## src/rtl/matmul_vedic_controller_if.sv

```systemverilog
// matmul_vedic_controller_if: load and result handshake bundle of the matrix sequencer.
// Latency: none; wires only.
// Backpressure: load side is gated by inReady, result side is held until outReady.
// Signals: inValid/inReady/inData_A/inData_B (load beats), outValid/outReady/
//          outData_C/outRow/outCol (results), busy (sequencer not accepting loads).
interface matmul_vedic_controller_if #(
  parameter int DATA_WIDTH = 8,
  parameter int ACC_WIDTH  = 20
);
  logic                  inValid;
  logic                  inReady;
  logic [DATA_WIDTH-1:0] inData_A;
  logic [DATA_WIDTH-1:0] inData_B;
  logic                  outValid;
  logic                  outReady;
  logic [ACC_WIDTH-1:0]  outData_C;
  logic [3:0]            outRow;
  logic [3:0]            outCol;
  logic                  busy;

  // Sequencer side.
  modport slave (
    input  inValid, inData_A, inData_B, outReady,
    output inReady, outValid, outData_C, outRow, outCol, busy
  );

  // Operand source / result consumer side.
  modport master (
    output inValid, inData_A, inData_B, outReady,
    input  inReady, outValid, outData_C, outRow, outCol, busy
  );
endinterface

```

## src/rtl/vedicmultiplier_8bit.sv

```systemverilog
// vedicmultiplier_8bit: unsigned 8x8 multiplier built from 4-bit vertical/crosswise partials.
// Latency: combinational.
// Backpressure: none.
// Ports: a_i, b_i (8-bit operands), p_o (16-bit product).
module vedicmultiplier_8bit (
  input  logic [7:0]  a_i,
  input  logic [7:0]  b_i,
  output logic [15:0] p_o
);
  logic [7:0] pp_ll, pp_lh, pp_hl, pp_hh;

  // Vertical (low*low, high*high) and crosswise (low*high, high*low) partials.
  assign pp_ll = {4'd0, a_i[3:0]} * {4'd0, b_i[3:0]};
  assign pp_lh = {4'd0, a_i[3:0]} * {4'd0, b_i[7:4]};
  assign pp_hl = {4'd0, a_i[7:4]} * {4'd0, b_i[3:0]};
  assign pp_hh = {4'd0, a_i[7:4]} * {4'd0, b_i[7:4]};

  // The vertical partials occupy disjoint byte lanes; crosswise terms land at bit 4.
  assign p_o = {pp_hh, pp_ll} + ({8'd0, pp_lh} << 4) + ({8'd0, pp_hl} << 4);
endmodule

```

## src/rtl/matmul_vedic_controller.sv

```systemverilog
// matmul_vedic_controller: loads NxN matrices A and B, computes C = A x B on one shared multiplier.
// Latency: N*N load beats, then N+1 compute cycles plus at least one output cycle per element.
// Backpressure: inReady only in LOAD; each result is held on the bus until outReady.
// Ports: clk, rst (synchronous, active-high); bus = load port (inValid/inReady/inData_A/B),
//        result port (outValid/outReady/outData_C/outRow/outCol) and busy.
module matmul_vedic_controller #(
  parameter int DATA_WIDTH = 8,
  parameter int MAT_DIM    = 2,
  parameter int ACC_WIDTH  = 20
) (
  input  logic clk,
  input  logic rst,
  matmul_vedic_controller_if.slave bus
);
  localparam int              NN        = MAT_DIM * MAT_DIM;
  localparam int              AW        = (NN > 1) ? $clog2(NN) : 1;
  localparam logic [8:0]      DIM9      = 9'(MAT_DIM);
  localparam logic [3:0]      LAST_IDX  = 4'(MAT_DIM - 1);
  localparam logic [4:0]      K_END     = 5'(MAT_DIM);
  localparam logic [AW-1:0]   LAST_BEAT = AW'(NN - 1);

  typedef enum logic [1:0] {S_LOAD, S_COMPUTE, S_OUTPUT} state_t;

  state_t                state_q, state_d;
  logic [DATA_WIDTH-1:0] a_mem [NN];
  logic [DATA_WIDTH-1:0] b_mem [NN];
  logic [AW-1:0]         beat_q;
  logic [3:0]            i_q, j_q;
  logic [4:0]            k_q;
  logic [ACC_WIDTH-1:0]  acc_q;
  logic [15:0]           prod_q;
  logic [15:0]           mul_p;
  logic                  k_last, last_elem, load_fire;
  logic [3:0]            k_idx;
  logic [AW-1:0]         a_addr, b_addr;

  // k runs one step past N-1: that extra cycle only drains prod_q into acc_q,
  // so the operand index is parked at 0 to stay inside the register files.
  assign k_last    = (k_q == K_END);
  assign last_elem = (i_q == LAST_IDX) && (j_q == LAST_IDX);
  assign k_idx     = k_last ? 4'd0 : k_q[3:0];
  assign a_addr    = AW'({5'd0, i_q} * DIM9 + {5'd0, k_idx});
  assign b_addr    = AW'({5'd0, k_idx} * DIM9 + {5'd0, j_q});
  assign load_fire = (state_q == S_LOAD) && bus.inValid;

  vedicmultiplier_8bit u_mul (
    .a_i (a_mem[a_addr]),
    .b_i (b_mem[b_addr]),
    .p_o (mul_p)
  );

  // State register.
  always_ff @(posedge clk) begin
    if (rst) state_q <= S_LOAD;
    else     state_q <= state_d;
  end

  // Next-state logic.
  always_comb begin
    state_d = state_q;
    case (state_q)
      S_LOAD:    if (bus.inValid && beat_q == LAST_BEAT) state_d = S_COMPUTE;
      S_COMPUTE: if (k_last) state_d = S_OUTPUT;
      S_OUTPUT:  if (bus.outReady) state_d = last_elem ? S_LOAD : S_COMPUTE;
      default:   state_d = S_LOAD;
    endcase
  end

  // Outputs depend on registered state only.
  always_comb begin
    bus.inReady   = (state_q == S_LOAD);
    bus.outValid  = (state_q == S_OUTPUT);
    bus.busy      = (state_q != S_LOAD);
    bus.outData_C = acc_q;
    bus.outRow    = i_q;
    bus.outCol    = j_q;
  end

  // Operand register files; contents are fully rewritten by every load.
  always_ff @(posedge clk) begin
    if (!rst && load_fire) begin
      a_mem[beat_q] <= bus.inData_A;
      b_mem[beat_q] <= bus.inData_B;
    end
  end

  // Counters and multiply-accumulate datapath.
  always_ff @(posedge clk) begin
    if (rst) begin
      beat_q <= '0;
      i_q    <= '0;
      j_q    <= '0;
      k_q    <= '0;
      acc_q  <= '0;
      prod_q <= '0;
    end else begin
      case (state_q)
        S_LOAD: begin
          if (bus.inValid) beat_q <= (beat_q == LAST_BEAT) ? '0 : beat_q + 1'b1;
        end
        S_COMPUTE: begin
          k_q    <= k_last ? 5'd0 : k_q + 5'd1;
          prod_q <= mul_p;
          // First cycle clears; later cycles add the product registered one cycle earlier.
          if (k_q == 5'd0) acc_q <= '0;
          else             acc_q <= acc_q + ACC_WIDTH'(prod_q);
        end
        S_OUTPUT: begin
          if (bus.outReady) begin
            if (j_q == LAST_IDX) begin
              j_q <= '0;
              i_q <= last_elem ? 4'd0 : i_q + 4'd1;
            end else begin
              j_q <= j_q + 4'd1;
            end
          end
        end
        default: ;
      endcase
    end
  end
endmodule

```

## src/flat_wrapper.sv

```systemverilog
// flat-port wrapper written by rule: the top's interface ports become plain ports
module matmul_vedic_controller_flat 
#(
  parameter int DATA_WIDTH = 8,
  parameter int MAT_DIM    = 2,
  parameter int ACC_WIDTH  = 20
)
  (clk, rst, bus_inValid, bus_inData_A, bus_inData_B, bus_outReady, bus_inReady, bus_outValid, bus_outData_C, bus_outRow, bus_outCol, bus_busy);
  matmul_vedic_controller_if #(.DATA_WIDTH(DATA_WIDTH), .ACC_WIDTH(ACC_WIDTH)) bus_i ();
  input  logic clk;
  input  logic rst;
  input wire logic [$bits(bus_i.inValid)-1:0] bus_inValid;
  input wire logic [$bits(bus_i.inData_A)-1:0] bus_inData_A;
  input wire logic [$bits(bus_i.inData_B)-1:0] bus_inData_B;
  input wire logic [$bits(bus_i.outReady)-1:0] bus_outReady;
  output wire logic [$bits(bus_i.inReady)-1:0] bus_inReady;
  output wire logic [$bits(bus_i.outValid)-1:0] bus_outValid;
  output wire logic [$bits(bus_i.outData_C)-1:0] bus_outData_C;
  output wire logic [$bits(bus_i.outRow)-1:0] bus_outRow;
  output wire logic [$bits(bus_i.outCol)-1:0] bus_outCol;
  output wire logic [$bits(bus_i.busy)-1:0] bus_busy;
  assign bus_i.inValid = bus_inValid;
  assign bus_i.inData_A = bus_inData_A;
  assign bus_i.inData_B = bus_inData_B;
  assign bus_i.outReady = bus_outReady;
  assign bus_inReady = bus_i.inReady;
  assign bus_outValid = bus_i.outValid;
  assign bus_outData_C = bus_i.outData_C;
  assign bus_outRow = bus_i.outRow;
  assign bus_outCol = bus_i.outCol;
  assign bus_busy = bus_i.busy;
  matmul_vedic_controller #(.DATA_WIDTH(DATA_WIDTH), .MAT_DIM(MAT_DIM), .ACC_WIDTH(ACC_WIDTH)) u_core (.clk(clk), .rst(rst), .bus(bus_i));
endmodule
```

## config.mk

```make
export PLATFORM = sky130hd
export DESIGN_NAME = matmul_vedic_controller_flat
export DESIGN_NICKNAME = d
export VERILOG_FILES = /design/src/rtl/matmul_vedic_controller_if.sv /design/src/rtl/vedicmultiplier_8bit.sv /design/src/rtl/matmul_vedic_controller.sv /design/src/flat_wrapper.sv
export SDC_FILE = /design/constraint.sdc
export NUM_CORES = 1
export LEC_CHECK = 0
export ABC_CLOCK_PERIOD_IN_PS = 7300
export CAP_MARGIN = 20
export CORE_UTILIZATION = 45
export DETAILED_ROUTE_END_ITERATION = 10
export GPL_ROUTABILITY_DRIVEN = 0
export HOLD_SLACK_MARGIN = 0.05
export PLACE_DENSITY = 0.62
export SLEW_MARGIN = 0
export SYNTH_ARGS = -nofsm -noshare
export SYNTH_HDL_FRONTEND = slang
export SYNTH_SLANG_ARGS = --single-unit
```

## constraint.sdc

```tcl
create_clock -name clk -period 7.3 [get_ports clk]
set_input_delay 1.46 -clock clk [delete_from_list [all_inputs] [get_ports clk]]
set_output_delay 1.46 -clock clk [all_outputs]
set_load 0.01 [all_outputs]
```

---- Yosys cells after proc, flatten, opt, wreduce, memory -nomap -nowiden ----
Memories as Yosys holds them, arrays and structs flattened.
Index checks and enable logic that the tools add are counted.
storage, ports and cells
  flip-flop bits (word level) ............. 53
  RAM bits ................................ 64
  input port bits ......................... 20
  output and inout bits ................... 31
  memories kept ........................... 2
operators by class
  $add $sub $neg .......................... 9
  $mul .................................... 4
  equality and inequality tests ........... 9
  muxes and demuxes ....................... 13
  reductions and logical operators ........ 12
memories
  memory        depth  bits a word  read ports  clocked after memory_dff  write ports  line                           RTL
  u_core.a_mem  4      8            1           0                         1            matmul_vedic_controller.sv:25  logic [DATA_WIDTH-1:0] a_mem [NN];
  u_core.b_mem  4      8            1           0                         1            matmul_vedic_controller.sv:26  logic [DATA_WIDTH-1:0] b_mem [NN];
operators with widths
  kind                   count
  $add A16 B12 Y16       2
  $mul A4 B4 Y8          4
  $add A20 B16 Y20       1
  $mux W20               1
  $mux W2                5
  $add A4 B1 Y4 const B  2
  $eq A4 B1 Y1 const B   2
  $mux W4                2
  $pmux W2 S3            1
  $reduce_and A3 Y1      2
  $add A5 B1 Y5 const B  1
  $eq A5 B2 Y1 const B   1
  $logic_not A5 Y1       1
  $mux W5                1
  $add A2 B2 Y2          2
  $eq A2 B2 Y1 const B   2
  $logic_and A1 B1 Y1    4
  $ne A2 B1 Y1 const B   2
  $reduce_and A2 Y1      2
  $mux W1                3
  $add A2 B1 Y2 const B  1
  $eq A2 B1 Y1 const B   1
  $logic_not A2 Y1       1
  $ne A2 B2 Y1 const B   1
  other kinds (2)        2

---- Longest topological paths before layout ----
An unclocked memory read counts as a cell.
  depth in word-level cells ............... 7
  gate-level depth with buffers ........... 29
  gate-level depth less buffers ........... 27

---- Hierarchy ----
A second synthesis with hierarchy kept.
unflattened totals
  cells, all modules ...................... 747
  area total of the unflattened synthesis .. 7778.7 sq um
by module, submodules not included
  module                   instances  cells each  area each (sq um)  sequential area each (sq um)
  matmul_vedic_controller  1          477         5474.0             2982.9
  vedicmultiplier_8bit     1          270         2304.7             0.0

---- Worst setup path after synthesis ----
Ideal clock, no wire load.
  path kind ............................... register to register
  start ................................... register u_core.k_q[0]
  end ..................................... register u_core.prod_q[15]
  arrival time ............................ 6.296 ns
  data required time ...................... 7.214 ns
  slack ................................... 0.918 ns
  stages on the path, launching flop included .. 28
  period minus slack after synthesis ...... 6.382 ns
  cells stage by stage .................... dfxtp_1 -> inv_1 -> ha_1 -> or4b_1 -> buf_2 -> nand2_2 -> xor2_2 -> buf_4 -> o21ai_2 -> or2_1 -> fa_1 -> inv_1 -> fa_1 -> inv_1 -> fa_1 -> inv_1 -> a21o_1 -> a21oi_1 -> xor2_1 -> fa_1 -> inv_1 -> fa_1 -> a21oi_1 -> o211ai_1 -> o41ai_1 -> nor3_1 -> xnor2_1 -> a211oi_1
between the ends
  cells in the longest elaborated chain, start to end .. 7
  elaborated cells between the ends (all ways) .. 12
  those cells by class .................... add/sub (4); mul (4); eq/ne (1); mux (1); memory (2)
ends and longest elaborated chain
  item                              line                                                                                RTL
  start: declaration                matmul_vedic_controller.sv:29                                                       logic [4:0] k_q;
  start signal: assignment          matmul_vedic_controller.sv:102                                                      k_q <= k_last ? 5'd0 : k_q + 5'd1;
  $eq A5 B2 Y1                      matmul_vedic_controller.sv:39                                                       assign k_last = (k_q == K_END);
  $mux W2 (*)                       matmul_vedic_controller.sv:41                                                       assign k_idx = k_last ? 4'd0 : k_q[3:0];
  $add A2 B2 Y2 (on tied branches)  matmul_vedic_controller.sv:42, matmul_vedic_controller.sv:43
  $mem_v2 Z4 W8 (on tied branches)  n/a
  $mul A4 B4 Y8 (on tied branches)  vedicmultiplier_8bit.sv:13, vedicmultiplier_8bit.sv:14, vedicmultiplier_8bit.sv:16
  $add A16 B12 Y16                  vedicmultiplier_8bit.sv:19                                                          assign p_o = {pp_hh, pp_ll} + ({8'd0, pp_lh} << 4) + ({8'd0, pp_hl} << 4);
  $add A16 B12 Y16 (*)              vedicmultiplier_8bit.sv:19
  end signal: assignment            matmul_vedic_controller.sv:103                                                      prod_q <= mul_p;
  end: declaration                  matmul_vedic_controller.sv:31                                                       logic [15:0] prod_q;
Every way passes the cells marked *; elsewhere a longest branch is shown, timed or not.
A chain may end at the register's enable or synchronous reset.

---- Final worst setup path ----
Same ends and word-level chain as after synthesis.

==> metrics <==
status complete, no violations; Slew headroom 40.4%; setup ws final 0.597 ns; Synth Area per Inst 9.57 um2; maximum VDD drop 0.273 mV; Routed WL between 15 and 20 mm; drt initial violations approximately 200; crit path max fanout 13; Initial Utilization 46.0%; Post-Syn Nets 921; Worst Tran Pin Value 0.894 ns; largest net degree at the start of global routing 44; DRT antenna net count 0; setup TNS 0 ns; leak pwr 3.81 nW; placed inst area 0.00841 mm2; Layout fillers around 1500; Hold WS 0.463 ns; Area Growth Syn to Fin 18.3%; count of endpoints failing setup in the final report 0; PD cells about 210 mW/mm2; clk_lat worst skew between 0.4 and 0.5 ns; hold depth 2; Placed Cells 1057; initial antenna violation count 0; Top FF cell, synth edfxtp_1; area of the multi-input gates 0.00433 mm2; CTS clk-pin slew, worst paths 0.05 ns; Layout Cells excl Fill roughly 1100; H-tree depth 4; Core Footprint 0.0165 mm2; unrepaired setup endpoints after global routing false; vias in the first global route approximately 5600; Worst setup EP type register; pre-CTS setup slack 0.169 ns; GRT Resource Usage Total 19.0%; Die Y 132 um; Yosys reg bits 117; HP Class reg2reg; fmax 149 MHz; max-slew violation count 0; Post-synth EDFFs 64; Critical Path RT 7.63 ns; area leader, netlist edfxtp_1; DR vias 5678; clk buf depth 2; Post-synth ARST share 0%; Antenna Diode Count 0; crit path DAT 7.04 ns; die area 0.0174 mm2; Die Width 132 um; final hold violation count 0; Area contributors post-synth edfxtp_1 25%, dfxtp_1 14%, ha_1 13%; TritonCTS clock tree built; critical path start-end classification reg2reg; Final min period 6.70 ns; worst r2r path cells 27; Synth Cell Area 0.00760 mm2; number of max-cap violations 0; sequential fraction of the synthesis area 39.2%; top-area cell type share of the netlist area between 20% and 30%; vias per cell 5.21; hold buffers post-CTS 0; DRC 0; Overflow after GRT 0; Routed WL per cell 14.0 um; Clock Tree Root clkbuf_16; CP max-delay cell or4b_1; layout cells sized above 1 7.82%; crit-path max cell delay 0.59 ns; crit start category register; I/O pin cnt slightly above 50; Rows 47; total CTS buffers 17; Clock Sink Count between 100 and 150; Post-Syn Instances 794; cell area after layout 0.00899 mm2; crit share post-route approximately 92%; dpl hpwl approximately 12 mm; nets@finish ~1000; library cells used by synthesis 54; YS warnings 0; Worst Clk Skew about 0.007 ns; global-route wire length before repair 26.2 mm; IO Port Bufs 50; drt first pass iters 6; Storage cell area 0.00298 mm2
-- area by class of cell --
cell class	instances	area share, %
Clock buffer	20	4.86
Clock inverter	12	1.46
Inverter	56	2.34
Multi-Input combinational cell	598	48.1
Sequential cell	117	33.2
Tap cell	220	3.06
Timing Repair Buffer	67	6.98
-- cell usage after synthesis, drive strengths merged, types with 9 or more instances --
master / count
a211oi: 11
a21o: 10
a21oi: 62
clkbuf: 17
dfxtp: 53
edfxtp: 64
fa: 26
ha: 81
inv: 56
mux2i: 10
nand2: 103
nand3: 25
nor2: 88
nor2b: 9
o21ai: 37
or2: 17
xnor2: 19
xor2: 23
-- final timing paths --
| check | slack [ns] | startpoint | end |
|---|---|---|---|
| setup / recovery | 0.60 | u_core.k_q[0]$_SDFFE_PP0N_ | u_core.prod_q[15]$_SDFFE_PP0N_ |
| hold / removal | 0.46 | u_core.prod_q[9]$_SDFFE_PP0N_ | u_core.prod_q[9]$_SDFFE_PP0N_ |
| setup reg to reg | 0.60 | u_core.k_q[0]$_SDFFE_PP0N_ | u_core.prod_q[15]$_SDFFE_PP0N_ |
| hold reg to reg | 0.46 | u_core.prod_q[9]$_SDFFE_PP0N_ | u_core.prod_q[9]$_SDFFE_PP0N_ |
-- per-stage QoR --
| stage | total power, mW | utilization (%) |
|---|---|---|
| final | 1.93 | 54.4 |
| after global routing | 2.05 | 54.4 |
| after CTS | 1.96 | 54.3 |
| after detailed placement | 1.16 | 50.9 |
| after global placement | 1.15 | 50.9 |
| after floorplan | 1.06 | - |
-- power by group --
group,switching [mW],internal [mW],leakage [nW]
clock,0.285,0.500,0.268
combinational,0.247,0.188,2.53
sequential,0.00408,0.707,1.01
total,0.536,1.39,3.81
-- routing by layer --
metal | up-vias | global-route usage (%) | routed length, um
met1 | 2680 | 23.4 | 7100
met4 | 0 | 8.14 | 357
li1 | 2881 | - | -
met2 | 91 | 32.2 | 7410
met5 | - | 0 | 0
met3 | 26 | 4.04 | 432
-- state kept, by name, indices dropped and copies added (netlist names) --
signal / flops
u_core.k_q: 5
u_core.beat_q: 2
u_core.b_mem: 32
u_core.bus.outCol: 4
u_core.a_mem: 32
u_core.prod_q: 16
u_core.state_q: 2
u_core.bus.outRow: 4
u_core.bus.outData_C: 20
-- critical path: cells and delay by family (launching register included) --
family	cells	cell delay, ns
xor gates and xnor gates	2	0.31
DFF	1	0.37
AOI/OAI and AO/OA	7	1.27
buffers and inverters	6	0.64
and+or+nand+nor	6	1.31
adders and majority gates	6	2.72
-- cells by family (layout without fill, tap and decap cells) --
| family | Yosys count | after routing | share of synthesized area [%] |
|---|---|---|---|
| AOI/OAI and AO/OA | 151 | 151 | 12.4 |
| xor gates and xnor gates | 42 | 42 | 5.18 |
| buffers and inverters | 79 | 155 | 4.00 |
| DFF | 117 | 117 | 39.2 |
| muxes | 18 | 18 | 2.50 |
| and+or+nand+nor | 280 | 280 | 16.5 |
| adders and majority gates | 107 | 107 | 20.2 |
-- layout by cell type (no fill, tap or decap), types with 5 or more instances in the layout --
| cell type | netlist | final |
|---|---|---|
| a211oi_1 | 11 | 11 |
| a21o_1 | 10 | 10 |
| a21oi_1 | 61 | 61 |
| and2_1 | 5 | 5 |
| buf_4 | 1 | 17 |
| clkbuf_16 | 0 | 17 |
| clkdlybuf4s50_1 | 0 | 50 |
| dfxtp_1 | 53 | 53 |
| edfxtp_1 | 64 | 64 |
| fa_1 | 26 | 26 |
| ha_1 | 81 | 81 |
| inv_1 | 56 | 56 |
| mux2_2 | 6 | 6 |
| mux2i_1 | 10 | 10 |
| nand2_1 | 102 | 102 |
| nand2b_1 | 5 | 5 |
| nand3_1 | 25 | 25 |
| nand4_1 | 8 | 8 |
| nor2_1 | 88 | 88 |
| nor2b_1 | 9 | 8 |
| nor3_1 | 7 | 7 |
| o21a_1 | 5 | 5 |
| o21ai_0 | 22 | 22 |
| o21ai_1 | 6 | 6 |
| o21ai_2 | 9 | 9 |
| o21bai_1 | 6 | 6 |
| o31ai_1 | 6 | 6 |
| or2_1 | 16 | 16 |
| or3_1 | 8 | 8 |
| xnor2_1 | 18 | 18 |
| xor2_1 | 22 | 22 |
-- timing repair --
item	4_1_cts	5_1_grt
setup buffers	0	1
resized for setup	0	1
endpoints found under the setup margin	0	4
No activity file was read; power rests on OpenSTA's default activity.
